==> src/rtl/vga_timing_pkg.sv <==
// Shared constants for the VGA timing generator: register map,
// interrupt bit positions and the 1024x768 reset mode.
package vga_timing_pkg;

    localparam logic [3:0] ADDR_H_ACTIVE     = 4'd0;
    localparam logic [3:0] ADDR_H_SYNC_START = 4'd1;
    localparam logic [3:0] ADDR_H_SYNC_END   = 4'd2;
    localparam logic [3:0] ADDR_H_TOTAL      = 4'd3;
    localparam logic [3:0] ADDR_V_ACTIVE     = 4'd4;
    localparam logic [3:0] ADDR_V_SYNC_START = 4'd5;
    localparam logic [3:0] ADDR_V_SYNC_END   = 4'd6;
    localparam logic [3:0] ADDR_V_TOTAL      = 4'd7;
    localparam logic [3:0] ADDR_IRQ_LINE     = 4'd8;

    localparam int IRQ_HBLANK = 0;
    localparam int IRQ_VBLANK = 1;
    localparam int IRQ_LINE   = 2;

    localparam int MODE_H_ACTIVE     = 1024;
    localparam int MODE_H_SYNC_START = 1072;
    localparam int MODE_H_SYNC_END   = 1176;
    localparam int MODE_H_TOTAL      = 1327;
    localparam int MODE_V_ACTIVE     = 768;
    localparam int MODE_V_SYNC_START = 771;
    localparam int MODE_V_SYNC_END   = 775;
    localparam int MODE_V_TOTAL      = 797;

    // Low two address bits select the register within one axis.
    typedef enum logic [1:0] {
        REG_ACTIVE     = 2'd0,
        REG_SYNC_START = 2'd1,
        REG_SYNC_END   = 2'd2,
        REG_TOTAL      = 2'd3
    } axis_reg_e;

endpackage

==> src/rtl/vga_axis_counter.sv <==
// One display axis: position counter, shadow/active timing registers
// and the active-region and sync decodes of the current position.
module vga_axis_counter
    import vga_timing_pkg::*;
#(
    parameter int W              = 11,
    parameter int DEF_ACTIVE     = MODE_H_ACTIVE,
    parameter int DEF_SYNC_START = MODE_H_SYNC_START,
    parameter int DEF_SYNC_END   = MODE_H_SYNC_END,
    parameter int DEF_TOTAL      = MODE_H_TOTAL,
    parameter bit POL            = 1'b0
) (
    input  logic          clk,
    input  logic          rst,
    input  logic          advance,
    input  logic          load,
    input  logic          wr,
    input  axis_reg_e     sel,
    input  logic [W-1:0]  data,
    output logic [W-1:0]  pos,
    output logic          at_total,
    output logic          at_active,
    output logic          in_active,
    output logic          sync
);

    logic [W-1:0] sh_active, sh_sync_start, sh_sync_end, sh_total;
    logic [W-1:0] act_active, act_sync_start, act_sync_end, act_total;
    logic         sync_on;

    always_ff @(posedge clk) begin
        if (rst) begin
            sh_active     <= W'(DEF_ACTIVE);
            sh_sync_start <= W'(DEF_SYNC_START);
            sh_sync_end   <= W'(DEF_SYNC_END);
            sh_total      <= W'(DEF_TOTAL);
        end else if (wr) begin
            unique case (sel)
                REG_ACTIVE:     sh_active     <= data;
                REG_SYNC_START: sh_sync_start <= data;
                REG_SYNC_END:   sh_sync_end   <= data;
                REG_TOTAL:      sh_total      <= data;
            endcase
        end
    end

    // The copy samples the shadow before any same-cycle write lands.
    always_ff @(posedge clk) begin
        if (rst) begin
            act_active     <= W'(DEF_ACTIVE);
            act_sync_start <= W'(DEF_SYNC_START);
            act_sync_end   <= W'(DEF_SYNC_END);
            act_total      <= W'(DEF_TOTAL);
        end else if (load) begin
            act_active     <= sh_active;
            act_sync_start <= sh_sync_start;
            act_sync_end   <= sh_sync_end;
            act_total      <= sh_total;
        end
    end

    always_ff @(posedge clk) begin
        if (rst) begin
            pos <= '0;
        end else if (advance) begin
            pos <= at_total ? '0 : pos + W'(1);
        end
    end

    assign at_total  = (pos == act_total);
    assign at_active = (pos == act_active);
    assign in_active = (pos < act_active);
    assign sync_on   = (pos >= act_sync_start) && (pos < act_sync_end);
    assign sync      = POL ? sync_on : ~sync_on;

endmodule

==> src/rtl/vga_timing_gen.sv <==
// Runtime-programmable VGA timing generator with frame-atomic mode
// updates, line/frame strobes and a maskable three-source interrupt.
module vga_timing_gen
    import vga_timing_pkg::*;
#(
    parameter int X_W              = 11,
    parameter int Y_W              = 10,
    parameter int FRAME_W          = 8,
    parameter bit HSYNC_POL        = 1'b0,
    parameter bit VSYNC_POL        = 1'b1,
    parameter int DEF_H_ACTIVE     = MODE_H_ACTIVE,
    parameter int DEF_H_SYNC_START = MODE_H_SYNC_START,
    parameter int DEF_H_SYNC_END   = MODE_H_SYNC_END,
    parameter int DEF_H_TOTAL      = MODE_H_TOTAL,
    parameter int DEF_V_ACTIVE     = MODE_V_ACTIVE,
    parameter int DEF_V_SYNC_START = MODE_V_SYNC_START,
    parameter int DEF_V_SYNC_END   = MODE_V_SYNC_END,
    parameter int DEF_V_TOTAL      = MODE_V_TOTAL
) (
    input  logic               clk,
    input  logic               rst,
    input  logic               cfg_wr,
    input  logic [3:0]         cfg_addr,
    input  logic [X_W-1:0]     cfg_data,
    input  logic [2:0]         irq_enable,
    input  logic [2:0]         irq_clear,
    output logic [X_W-1:0]     x,
    output logic [Y_W-1:0]     y,
    output logic               hsync,
    output logic               vsync,
    output logic               blank,
    output logic               line_start,
    output logic               frame_start,
    output logic [FRAME_W-1:0] frame_count,
    output logic               cfg_pending,
    output logic [2:0]         irq_status,
    output logic               interrupt
);

    logic           h_wr, v_wr, line_wr;
    logic           h_total_hit, v_total_hit;
    logic           h_at_active, v_at_active;
    logic           h_in_active, v_in_active;
    logic           boundary, x_zero;
    logic [2:0]     irq_set;
    logic [Y_W-1:0] irq_line;
    axis_reg_e      reg_sel;

    assign reg_sel = axis_reg_e'(cfg_addr[1:0]);

    always_comb begin
        h_wr    = 1'b0;
        v_wr    = 1'b0;
        line_wr = 1'b0;
        if (cfg_wr) begin
            case (cfg_addr)
                ADDR_H_ACTIVE, ADDR_H_SYNC_START,
                ADDR_H_SYNC_END, ADDR_H_TOTAL:   h_wr = 1'b1;
                ADDR_V_ACTIVE, ADDR_V_SYNC_START,
                ADDR_V_SYNC_END, ADDR_V_TOTAL:   v_wr = 1'b1;
                ADDR_IRQ_LINE:                   line_wr = 1'b1;
                default: ;
            endcase
        end
    end

    vga_axis_counter #(
        .W              (X_W),
        .DEF_ACTIVE     (DEF_H_ACTIVE),
        .DEF_SYNC_START (DEF_H_SYNC_START),
        .DEF_SYNC_END   (DEF_H_SYNC_END),
        .DEF_TOTAL      (DEF_H_TOTAL),
        .POL            (HSYNC_POL)
    ) u_h (
        .clk       (clk),
        .rst       (rst),
        .advance   (1'b1),
        .load      (boundary),
        .wr        (h_wr),
        .sel       (reg_sel),
        .data      (cfg_data),
        .pos       (x),
        .at_total  (h_total_hit),
        .at_active (h_at_active),
        .in_active (h_in_active),
        .sync      (hsync)
    );

    vga_axis_counter #(
        .W              (Y_W),
        .DEF_ACTIVE     (DEF_V_ACTIVE),
        .DEF_SYNC_START (DEF_V_SYNC_START),
        .DEF_SYNC_END   (DEF_V_SYNC_END),
        .DEF_TOTAL      (DEF_V_TOTAL),
        .POL            (VSYNC_POL)
    ) u_v (
        .clk       (clk),
        .rst       (rst),
        .advance   (h_total_hit),
        .load      (boundary),
        .wr        (v_wr),
        .sel       (reg_sel),
        .data      (cfg_data[Y_W-1:0]),
        .pos       (y),
        .at_total  (v_total_hit),
        .at_active (v_at_active),
        .in_active (v_in_active),
        .sync      (vsync)
    );

    assign boundary = h_total_hit && v_total_hit;
    assign x_zero   = (x == '0);
    assign blank    = ~(h_in_active & v_in_active);

    always_comb begin
        irq_set             = '0;
        irq_set[IRQ_HBLANK] = h_at_active;
        irq_set[IRQ_VBLANK] = x_zero && v_at_active;
        irq_set[IRQ_LINE]   = x_zero && (y == irq_line);
    end

    always_ff @(posedge clk) begin
        if (rst) begin
            line_start  <= 1'b0;
            frame_start <= 1'b0;
            frame_count <= '0;
            cfg_pending <= 1'b0;
            irq_line    <= '0;
            irq_status  <= '0;
            interrupt   <= 1'b0;
        end else begin
            line_start  <= x_zero;
            frame_start <= x_zero && (y == '0);
            if (boundary) begin
                frame_count <= frame_count + FRAME_W'(1);
            end
            // A write on the boundary cycle misses this copy, so it stays pending.
            if (h_wr || v_wr) begin
                cfg_pending <= 1'b1;
            end else if (boundary) begin
                cfg_pending <= 1'b0;
            end
            if (line_wr) begin
                irq_line <= cfg_data[Y_W-1:0];
            end
            irq_status <= (irq_status & ~irq_clear) | irq_set;
            interrupt  <= |(irq_status & irq_enable);
        end
    end

endmodule

==> config.mk <==
export PLATFORM = sky130hd
export DESIGN_NAME = vga_timing_gen
export DESIGN_NICKNAME = d
export VERILOG_FILES = /design/src/rtl/vga_timing_pkg.sv /design/src/rtl/vga_axis_counter.sv /design/src/rtl/vga_timing_gen.sv
export SDC_FILE = /design/constraint.sdc
export NUM_CORES = 1
export LEC_CHECK = 0
export ABC_AREA = 1
export ABC_CLOCK_PERIOD_IN_PS = 5000
export CORE_MARGIN = 3
export CORE_UTILIZATION = 30
export DETAILED_ROUTE_END_ITERATION = 10
export SYNTH_ARGS = -nofsm -noshare
export SYNTH_HDL_FRONTEND = slang
export SYNTH_SLANG_ARGS = --single-unit
==> constraint.sdc <==
create_clock -name clk -period 5 [get_ports clk]
set_input_delay 0.75 -clock clk [delete_from_list [all_inputs] [get_ports clk]]
set_output_delay 0.75 -clock clk [all_outputs]
set_load 0.01 [all_outputs]
Word-level counts from Yosys, hierarchy flattened. Cells that the tools add are included.

Eq/ne operators: 16. Reduce and logical (&&, ||, !) cells: 24. $lt $le $gt $ge: 6. Add/subtract/negate cells: 3. Muxes and demuxes: 9. Bitwise operators: 7.

Operator list (count): == test 10 bit (3); == test 11 bit (2); less-than comparator 11 bit (2); less-than comparator 10 bit (2); == test 4 x 3 -> 1 bit (second input constant) (4); AND reduction 2 bit (8); adder 11 x 1 -> 11 bit (second input constant) (1); greater-or-equal comparator 11 bit (1); zero test 11 bit (1); adder 10 x 1 -> 10 bit (second input constant) (1); greater-or-equal comparator 10 bit (1); zero test 10 bit (1); two-way mux 10 bit (1); adder 8 x 1 -> 8 bit (second input constant) (1); == test 4 x 2 -> 1 bit (second input constant) (2); two-way mux 1 bit (8); OR reduction 4 bit (2); bitwise AND 3 bit (2); logical AND 1 bit (6); == test 2 bit (second input constant) (2); == test 4 x 1 -> 1 bit (second input constant) (1); == test 4 bit (second input constant) (1); zero test 4 bit (1); NOT 3 bit (1); 9 further kinds (10).

Input bits: 24. Output and inout bits: 39. Register bits after elaboration: 214. Logic and storage cells: 90.

Longest topological paths before layout. Gate-level depths: netlist of the first run.

Depth after elaboration: 6. Gate-level depth with buffers: 14. Mapped depth without buffers: 12.

Cells and area by module. Synthesis of the first run repeated with hierarchy kept, for this count alone.

Cell total of the unflattened synthesis: 1329. Area, all modules: 9860.7 um^2.

Modules (own cells, without submodules): vga_axis_counter (u_h) (cells an instance 592, area an instance 4559.4 um^2, times used 1, seq. area each 1981.9 um^2); vga_axis_counter (u_v) (cells an instance 548, area an instance 4070.2 um^2, times used 1, seq. area each 1801.7 um^2); vga_timing_gen (cells an instance 189, area an instance 1231.2 um^2, times used 1, seq. area each 500.5 um^2).

Least setup slack after synthesis of the first run. Ideal clock, no wire load.

Path type: flip-flop to output port. From: register u_v.pos[0]. To: output port vsync. Stages on the path, launching flop included: 11. Data required time: 4250 ps. Buffers on the path: 1. Data arrival time: 1509 ps. Slack: 2741 ps. Cell sequence: dfxtp_1 > buf_2 > inv_1 > ha_1 > inv_1 > a21boi_0 > o21ai_0 > nand3_1 > a21o_1 > nand2_1 > inv_1.

Word-level cells in the longest chain between the ends: 2. Elaborated cells on any way between the ends: 3. Those cells by class: order compare: 2; reduce/logical: 1.

RTL lines: start: declaration (line vga_axis_counter.sv:20) `output logic [W-1:0] pos,`; start signal: assignment (line vga_axis_counter.sv:66) `pos <= at_total ? '0 : pos + W'(1);`; greater-or-equal comparator 10 bit or less-than comparator 10 bit (tied branches) (line vga_axis_counter.sv:73) `assign sync_on = (pos >= act_sync_start) && (pos < act_sync_end);`; logical AND 1 bit (*) (line vga_axis_counter.sv:73); end: declaration (line vga_timing_gen.sv:30) `output logic vsync,`.

Mark *: on every way between the ends. The rest lies on a longest branch, timed or not.

Final worst setup path of the first run.
From: register u_v.pos[7]. To: output port vsync.

Same word-level chain as after synthesis.

==> flow_summary.ini, run 1 <==
[timing]
maxSlewViolCount = 0
setup_viol = 0
tightest_slew_ps = 885.0
fin_crit_sh_pct = 71.52
max_freq_mhz = 279.6
setup_ws_ps = 1424
finalHoldViolations = 0
rsz0062_at_grt = false
tns_ps = 0
slew_headroom_pct = 41.00
fin_skew_ps = 11.00
period_needed_ps = 3576

[floorplan]
rows = 67
core_mm2 = 0.03370
die_h_um = 191.2
fp.dieW_um = 191.2
start_util_pct = 30.53
io_pins = 63
dieArea_mm2 = 0.03656

[cts]
clock-sinks = 214
postCtsHoldBufs = 0
cts_tree = done
cts_buffers = 24
insertion_delay_ps = 510
cts-root-buf = clkbuf_16
cts.path.max_buffers = 3
clk_pin_slew_ps = 60
htree_levels = 1
cts_resized = 0
postCtsSetupBuffers = 0

[finish]
fin_cells = 1936
final_nets = 1565
n_antenna_cell = 0
final_util_pct = 35.30
syn2layout_area_growth_pct = 15.63
drive_gt1_share_pct = 3.965

[run]
maxCapViolCount = 0

[hold_path]
hold_path.class = reg -> reg
holdPathStages = 2

[logic_synthesis]
yosysTopAreaCell = dfxtp_1
synth_area_leaders = dfxtp_1 42%, nand2_1 12%, ha_1 8.0%, nand3_1 7.0%, nor2_1 7.0%
seq_area_frac_synth_pct = 41.63
synth_top_family_by_area = simple AND/OR/NAND/NOR gates
synth_compound_area_share_pct = 8.463
synth_xor_area_share_pct = 2.128
ys.warnings.count = 0
syn_avg_cell_area_um2 = 7.082
yosys.area_share.simple_pct = 29.79
ys_seq_elements = 214
synthMuxAreaShare_pct = 0
syn_nets = 1543
synth_area_mm2 = 0.01029
syn_inst = 1453
synthAdderAreaFrac_pct = 8.025
synthDistinctLibCells = 36
synth_top_area_share_pct = 41.63

[worst_setup_path]
rr_worst_depth = 12
start_kind = flip-flop
crit_arrival_ps = 2830
crit_type = reg -> out
crit_fanout = 9
worstPathRequired_ps = 4250
cp-end-kind = output port

[placement]
hpwl_mm = 19.06
place_ws_ps = 1724
globalplace.congestion = 0.7981
dp.cells = 1897
io_buffers = 62

[route]
vias_per_cell = 4.720
wirelength_mm = 28.74
vias = 9138
postRouteAntennaNets = 0
firstDrtPassIters = 5
drcViolationCount = 0
drtIter0Drc = 641
wire_per_inst_um = 14.84

[global_route]
antenna_found_initial = 0
grt_max_degree = 75
grt_pass1_wl_mm = 46.02
track_usage_pct = 15.63
grt_pass1_vias = 8732
overflow = 0

[power]
power_leakage_uw = 0.005219
vdd.ir_drop.worst_uv = 268.2
p_per_area_mw_per_mm2 = 296.2

[status]
outcome = complete, no violations
[layer usage]
metal	global-route usage [%]	part of all wire [%]	wire length, µm
met5	0	0	0
met4	4.036	2.1	612
met3	2.366	4.8	1371
met2	26.86	47	13410
met1	20.48	46	13350
[logic make-up after synthesis]
kind of cell	after synthesis
flip-flops	214
adder cells (fa/ha/maj)	66
XOR/XNOR	25
AO/OA/AOI/OAI	169
AND/OR/NAND/NOR	725
buffers and inverters	254
[stage by stage]
stage	hold slack, ps	power (µW)	instance area (µm²)
2_1_floorplan	429.2	1874	10290
3_3_place_gp	437.7	1951	11200
3_5_place_dp	440.1	1953	11200
4_1_cts	443.8	3560	11900
5_1_grt	462.8	3651	11900
6_report	453.2	3524	11900
[synth_stat cells (all sizes together)]
| master | number |
|---|---|
| xor2 | 9 |
| o21ai | 73 |
| a21oi | 86 |
| o31ai | 2 |
| a21o | 1 |
| nor2 | 201 |
| xnor2 | 16 |
| o21bai | 1 |
| nor3 | 12 |
| o211ai | 1 |
| dfxtp | 214 |
| nor3b | 2 |
| nand3 | 144 |
| nand4 | 14 |
| clkinv | 3 |
| a211oi | 2 |
| nor4 | 3 |
| ha | 66 |
| buf | 37 |
| a21boi | 1 |
| or3 | 1 |
| inv | 178 |
| nand3b | 17 |
| nand2 | 330 |
| o311ai | 1 |
| a31oi | 1 |
| or2 | 1 |
| clkbuf | 36 |
[final cells by class]
type	instances	area (µm²)
Fill cell	3597	21800
Multi-Input combinational cell	985	4989
Timing Repair Buffer	69	685.7
Sequential cell	214	4284
Clock buffer	34	669.4
Tap cell	448	560.5
Clock inverter	5	27.53
Inverter	181	681.9
[state kept, by name, indices dropped and copies added (netlist names), 3 cells and up]
signal	flops
u_h.sh_total	11
irq_status	3
u_v.sh_total	10
u_h.act_sync_end	11
u_v.act_sync_end	10
u_h.act_active	11
u_v.act_total	10
u_v.act_active	10
u_v.act_sync_start	10
u_v.sh_sync_end	10
u_h.sh_sync_end	11
irq_line	10
u_v.sh_active	10
u_h.act_total	11
u_v.sh_sync_start	10
u_h.pos	11
frame_count	8
u_h.act_sync_start	11
u_h.sh_active	11
u_h.sh_sync_start	11
u_v.pos	10
[critical path, stage by stage, from the launching register on]
cell and delay [ps]:
dfxtp_1 690, ha_1 350, a21oi_1 130, nor2_1 50, a211oi_1 170, o21ai_0 120, nor2_1 150, nand2_1 80
inv_1 50, clkdlybuf4s50_1 520
[worst paths after layout]
path,endpoint,slack (ps),startpoint
max,vsync,1420,u_v.pos[7]$_SDFFE_PP0N_
min,u_v.sh_total[7]$_SDFFE_PP0P_,450,u_v.sh_total[7]$_SDFFE_PP0P_
max reg2reg,u_v.act_active[9]$_SDFFE_PP1P_,2100,u_h.pos[5]$_SDFF_PP0_
min reg2reg,u_v.sh_total[7]$_SDFFE_PP0P_,450,u_v.sh_total[7]$_SDFFE_PP0P_
[layout by cell type (no fill, tap or decap), types with 2 or more instances in the layout]
cell type and instances:
dfxtp_1 214, clkinv_2 4, a21oi_1 86, nor2_1 191
clkbuf_1 8, nor3b_1 2, nor2_4 2, xnor2_1 16
o21ai_0 73, clkdlybuf4s50_1 62, nor2_2 8, nor4_1 3
nand2_1 329, nor3_1 12, nand3_1 144, buf_4 6
clkinv_1 2, o31ai_1 2, ha_1 66, inv_1 170
xor2_1 9, a211oi_1 2, nand4_1 14, clkbuf_16 25
inv_2 8, nand3b_1 17
[where the power goes]
group | switching, µW | total (µW) | internal [µW]
clock network | 687 | 1610 | 923
registers | 16.3 | 1740 | 1730
logic | 109 | 170 | 60.8
No activity file was read; power rests on OpenSTA's default activity.
==> inputs of run 2 (changes only) <==
--- a/config.mk
+++ b/config.mk
@@ -6,7 +6,7 @@
 export NUM_CORES = 1
 export LEC_CHECK = 0
 export ABC_AREA = 1
-export ABC_CLOCK_PERIOD_IN_PS = 5000
+export ABC_CLOCK_PERIOD_IN_PS = 2950
 export CORE_MARGIN = 3
 export CORE_UTILIZATION = 30
 export DETAILED_ROUTE_END_ITERATION = 10
==> constraint.sdc (replaced) <==
create_clock -name clk -period 2.95 [get_ports clk]
set_input_delay 0.4425 -clock clk [delete_from_list [all_inputs] [get_ports clk]]
set_output_delay 0.4425 -clock clk [all_outputs]
set_load 0.01 [all_outputs]
==> flow_summary.ini, run 2 (synthesized netlist as in run 1, its figures left out) <==
[status]
outcome = complete, no violations

[finish]
layout_commonest_cell = nand2_1
drive_gt1_share_pct = 6.917
multi_input_area_mm2 = 0.004989
syn2layout_area_growth_pct = 19.16
final_nets = 1590
fin_cells = 1967
final_util_pct = 36.39
fillerInstances = 3535
regArea_mm2 = 0.004299
layout_common_cells = 329 x nand2_1, 202 x dfxtp_1, 191 x nor2_1, 169 x inv_1, 144 x nand3_1

[cts]
clock-sinks = 214
htree_levels = 1
insertion_delay_ps = 520
clk_pin_slew_ps = 60
cts.path.max_buffers = 3
cts_tree = done
cts_buffers = 24
cts-root-buf = clkbuf_16

[worst_setup_path]
r2r-end = u_h.act_sync_start[5]$_SDFFE_PP1P_
crit_start = u_h.pos[6]$_SDFF_PP0_
r2r_slack_ps = 580
cp_cell_sequence = ha_1 -> inv_1 -> nor3_1 -> nand2_1 -> o311ai_0 -> nand2_1 -> nand3_1 -> dlygate4sd2_1
cp-end-kind = output port
start_kind = flip-flop
path_common_cell = nand2_1
r2r_start = u_v.pos[9]$_SDFFE_PP0N_
crit_arrival_ps = 2240
crit_cells = 8
rr_worst_depth = 12
worstPathRequired_ps = 2510
crit_fanout = 4
cp-endpoint = blank
crit_type = reg -> out
max_stage_delay_ps = 360
slowest_stage = dfxtp_1
cp_num_buf_inv = 2
cpLargestDelayFamily = simple AND/OR/NAND/NOR gates

[route]
vias_per_cell = 4.645
wire_per_inst_um = 14.42
drtIter0Drc = 468
wirelength_mm = 28.36
vias = 9136
postRouteAntennaNets = 0
firstDrtPassIters = 5
drcViolationCount = 0

[timing]
tightest_slew_ps = 784.5
fin_crit_sh_pct = 90.76
setup_ws_ps = 272.5
tns_ps = 0
period_needed_ps = 2678
maxSlewViolCount = 0
fin_skew_ps = 9.944
finalHoldViolations = 0
max_freq_mhz = 373.5
rsz0062_at_grt = false
setup_viol = 0
slew_headroom_pct = 47.54

[floorplan]
dieArea_mm2 = 0.03656
start_util_pct = 30.53
die_h_um = 191.2
fp.dieW_um = 191.2
core_mm2 = 0.03370
io_pins = 63
rows = 67

[run]
maxCapViolCount = 0

[placement]
globalplace.congestion = 0.8949
hpwl_mm = 19.71
dp.cells = 1922
io_buffers = 62
place_ws_ps = 431.3

[power]
power_leakage_uw = 0.005458
vdd.ir_drop.worst_uv = 333.2
p_per_area_mw_per_mm2 = 515.1

[global_route]
grt_pass1_wl_mm = 45.79
track_usage_pct = 15.46
antenna_found_initial = 1
overflow = 0
grt_max_degree = 79
grt_pass1_vias = 8686

[hold_path]
hold_path.class = reg -> reg
holdPathStages = 2
[run 2: changes by cell type in the layout (fill, tap and decap cells not counted), moves of 2 or more]
| cell | change |
|---|---|
| buf_4 | +23 |
| dfxtp_1 | -12 |
| dfxtp_2 | +12 |
| clkbuf_8 | +9 |
| clkbuf_1 | -3 |
| clkdlybuf4s50_1 | -3 |
| buf_12 | +2 |
| dlymetal6s2s_1 | +2 |
[run 2: worst min path at each step]
stage,to,start
final,u_v.sh_active[1]$_SDFFE_PP0P_,u_v.sh_active[1]$_SDFFE_PP0P_
after global routing,u_v.sh_sync_end[4]$_SDFFE_PP0P_,u_v.sh_sync_end[4]$_SDFFE_PP0P_
after CTS,u_v.sh_active[2]$_SDFFE_PP0P_,u_v.sh_active[2]$_SDFFE_PP0P_
after detailed placement,u_v.act_sync_start[1]$_SDFFE_PP1P_,u_v.sh_sync_start[1]$_SDFFE_PP1P_
after global placement,u_h.act_active[10]$_SDFFE_PP1P_,u_h.sh_active[10]$_SDFFE_PP1P_
after floorplan,u_h.act_active[10]$_SDFFE_PP1P_,u_h.sh_active[10]$_SDFFE_PP1P_
[run 2: power by group]
| part | internal [µW] | switching [µW] | leakage (µW) |
|---|---|---|---|
| sequential | 2930 | 18.4 | 0.00174 |
| clock | 1880 | 1180 | 0.000412 |
| combinational | 110 | 193 | 0.00331 |
| total | 4920 | 1390 | 0.00546 |
[run 2: repair_timing]
item | CTS | global route
hold buffers | 0 | 0
pin swaps | 1 | 0
setup buffers | 0 | 0
endpoints found under the setup margin | 3 | 2
gates resized for setup | 5 | 11
[run 2: worst min-delay path, delay by kind of cell (launching register included)]
| kind | cells | cell delay (ps) |
|---|---|---|
| DFF | 1 | 300 |
| buffers and inverters | 1 | 60 |
| AOI/OAI and AO/OA | 1 | 50 |
[run 2: metrics by stage]
| step | area, µm² | total power [µW] | hold WS, ps |
|---|---|---|---|
| final | 12260 | 6316 | 449.8 |
| after global routing | 12260 | 6541 | 474.8 |
| after CTS | 12240 | 6394 | 453.3 |
| after detailed placement | 11410 | 3317 | 442.0 |
| after global placement | 11410 | 3312 | 435.6 |
| after floorplan | 10290 | 3176 | 429.2 |
[run 2: final cells by class]
class                           instances  share of cell area, %
Multi-Input combinational cell        985                  40.68
Sequential cell                       214                  35.06
Timing Repair Buffer                   94                  7.357
Clock buffer                           40                  6.378
Inverter                              181                  5.561
Tap cell                              448                  4.571
Clock inverter                          4                 0.3673
Antenna cell                            1                0.02041
[run 2: per-layer routing]
layer,part of all wire (%),global-route usage (%),vias up
li1,-,-,4712
met2,47,26.46,191
met4,1.7,4.036,0
met1,46,20.26,4201
met5,0,0,-
met3,5.3,2.457,32
==> inputs of run 3 (changes only) <==
--- a/config.mk
+++ b/config.mk
@@ -8,8 +8,9 @@
 export ABC_AREA = 1
 export ABC_CLOCK_PERIOD_IN_PS = 2950
 export CORE_MARGIN = 3
-export CORE_UTILIZATION = 30
+export CORE_UTILIZATION = 54
 export DETAILED_ROUTE_END_ITERATION = 10
+export PLACE_DENSITY = 0.76
 export SYNTH_ARGS = -nofsm -noshare
 export SYNTH_HDL_FRONTEND = slang
 export SYNTH_SLANG_ARGS = --single-unit
==> flow_summary.ini, run 3 (synthesized netlist as in run 1, its figures left out) <==
[route]
wire_per_inst_um = 15.25
firstDrtPassIters = 5
wirelength_mm = 26.54
routed.top_layer = met4
drt-met1-wl_mm = 12.12
vias_per_cell = 5.330
wl_met3_mm = 1.695
routed-wl-met2_mm = 12.17
vias = 9275
drcViolationCount = 0
drtIter0Drc = 744
postRouteAntennaNets = 0

[timing]
fin_crit_sh_pct = 84.81
finalHoldViolations = 0
rsz0062_at_grt = false
maxSlewViolCount = 0
tightest_slew_ps = 768.5
fin_skew_ps = 10.11
period_needed_ps = 2502
setup_viol = 0
max_freq_mhz = 399.7
tns_ps = 0
slew_headroom_pct = 48.61

[placement]
io_buffers = 62
dpl-instance-area_mm2 = 0.01107
hpwl_mm = 17.47
globalplace.congestion = 0.8741

[worst_setup_path]
start_kind = flip-flop
cp_cell_sequence = buf_4 -> ha_1 -> a21oi_1 -> o21bai_1 -> a21oi_1 -> nand3_1 -> dlymetal6s2s_1
slowest_stage = dfxtp_1
r2r_start = u_v.pos[1]$_SDFFE_PP0N_
crit_fanout = 7
crit_arrival_ps = 2060
max_stage_delay_ps = 390
worstPathRequired_ps = 2510
crit_type = reg -> out
cp-end-kind = output port
path_common_cell = a21oi_1
crit_start = u_v.pos[7]$_SDFFE_PP0N_

[power]
clock_power_share_pct = 48.8
vdd.ir_drop.worst_uv = 359.0
seq_power_share_pct = 46.6
power_leakage_uw = 0.005434
combPwrFrac_pct = 4.6
netSwitchingFraction_pct = 22.59
p_per_area_mw_per_mm2 = 530.1
p_int_uw = 4906
power_switching_uw = 1432

[cts]
cts.path.max_buffers = 3
postCtsHoldBufs = 0
clk_pin_slew_ps = 60
cts_tree = done
cts-root-buf = clkbuf_16
htree_levels = 1
clock-sinks = 214
cts_buffers = 23
insertion_delay_ps = 520

[status]
outcome = complete, no violations

[floorplan]
fp.dieW_um = 144.0
die_h_um = 144.0
core_mm2 = 0.01833
io_pins = 63
rows = 49
start_util_pct = 56.13
dieArea_mm2 = 0.02075

[finish]
layout_common_cells = 329 x nand2_1, 198 x dfxtp_1, 191 x nor2_1, 169 x inv_1, 144 x nand3_1
drive_gt1_share_pct = 7.148
layout_commonest_cell = nand2_1
regArea_mm2 = 0.004314
final_cell_area_mm2 = 0.01196
syn2layout_area_growth_pct = 16.18
fillerInstances = 1624
n_antenna_cell = 0
final_nets = 1584
multi_input_area_mm2 = 0.004994

[global_route]
track_usage_pct = 25.78
antenna_found_initial = 0
grt_pass1_wl_mm = 43.37
grt_max_degree = 112
overflow = 0
grt_pass1_vias = 8946

[hold_path]
hold_path.class = reg -> reg
min_from = u_h.sh_active[0]$_SDFFE_PP0P_

[run]
maxCapViolCount = 0
==> run 3: path summary, 6_finish.rpt <==
check	endpoint	slack, ps	cells after the start
min reg2reg	u_h.sh_active[0]$_SDFFE_PP0P_	450	2
max reg2reg	u_v.act_total[5]$_SDFFE_PP0P_	610	14
max	blank	450	7
min	u_h.sh_active[0]$_SDFFE_PP0P_	450	2
==> run 3: power groups by stage <==
| stage | sequential, µW | combinational (µW) | clock, µW |
|---|---|---|---|
| finish | 2950 | 292 | 3090 |
| global route | 2950 | 326 | 3230 |
| CTS | 2950 | 288 | 3120 |
| detailed placement | 3020 | 286 | 0 |
| global placement | 3010 | 280 | 0 |
| floorplan | 3010 | 162 | 0 |
==> run 3: repair_timing <==
item                       4_1_cts  5_1_grt
setup buffers                    0        2
setup endpoints to repair        3        3
pin swaps                        0        1
resized for setup                8       20
gates cloned                     0        0
==> run 3: critical path: cells and delay by family, from the launching register on <==
kind,cells,cell delay [ps]
AND/OR/NAND/NOR,1,110
AO/OA/AOI/OAI,3,400
adder cells (fa/ha/maj),1,260
buffers and inverters,2,400
flip-flops,1,390
==> run 3: cell type report <==
| class | instances | share of cell area, % |
|---|---|---|
| sequential | 214 | 36.09 |
| multi-input combinational | 985 | 41.77 |
| clock buffer | 30 | 5.620 |
| clock inverter | 12 | 1.235 |
| inverter | 181 | 5.735 |
| timing repair buffer | 89 | 7.159 |
| tap | 229 | 2.397 |
==> run 3: per-layer routing <==
| layer | vias up | global-route usage (%) |
|---|---|---|
| li1 | 4687 | - |
| met2 | 264 | 42.68 |
| met4 | 0 | 7.433 |
| met5 | - | 0 |
| met1 | 4275 | 34.92 |
| met3 | 49 | 4.266 |
==> run 3: stage by stage <==
stage	instances	utilization (%)	power (µW)	hold slack (ps)	setup WS, ps
global placement	1696	60.41	3295	437.5	472.8
finish	1740	65.22	6337	449.8	448.1
global route	1740	65.22	6508	470.1	298.8
detailed placement	1696	60.41	3303	441.3	427.9
CTS	1738	64.94	6357	451.0	8.567
floorplan	1453	-	3176	429.2	998.7
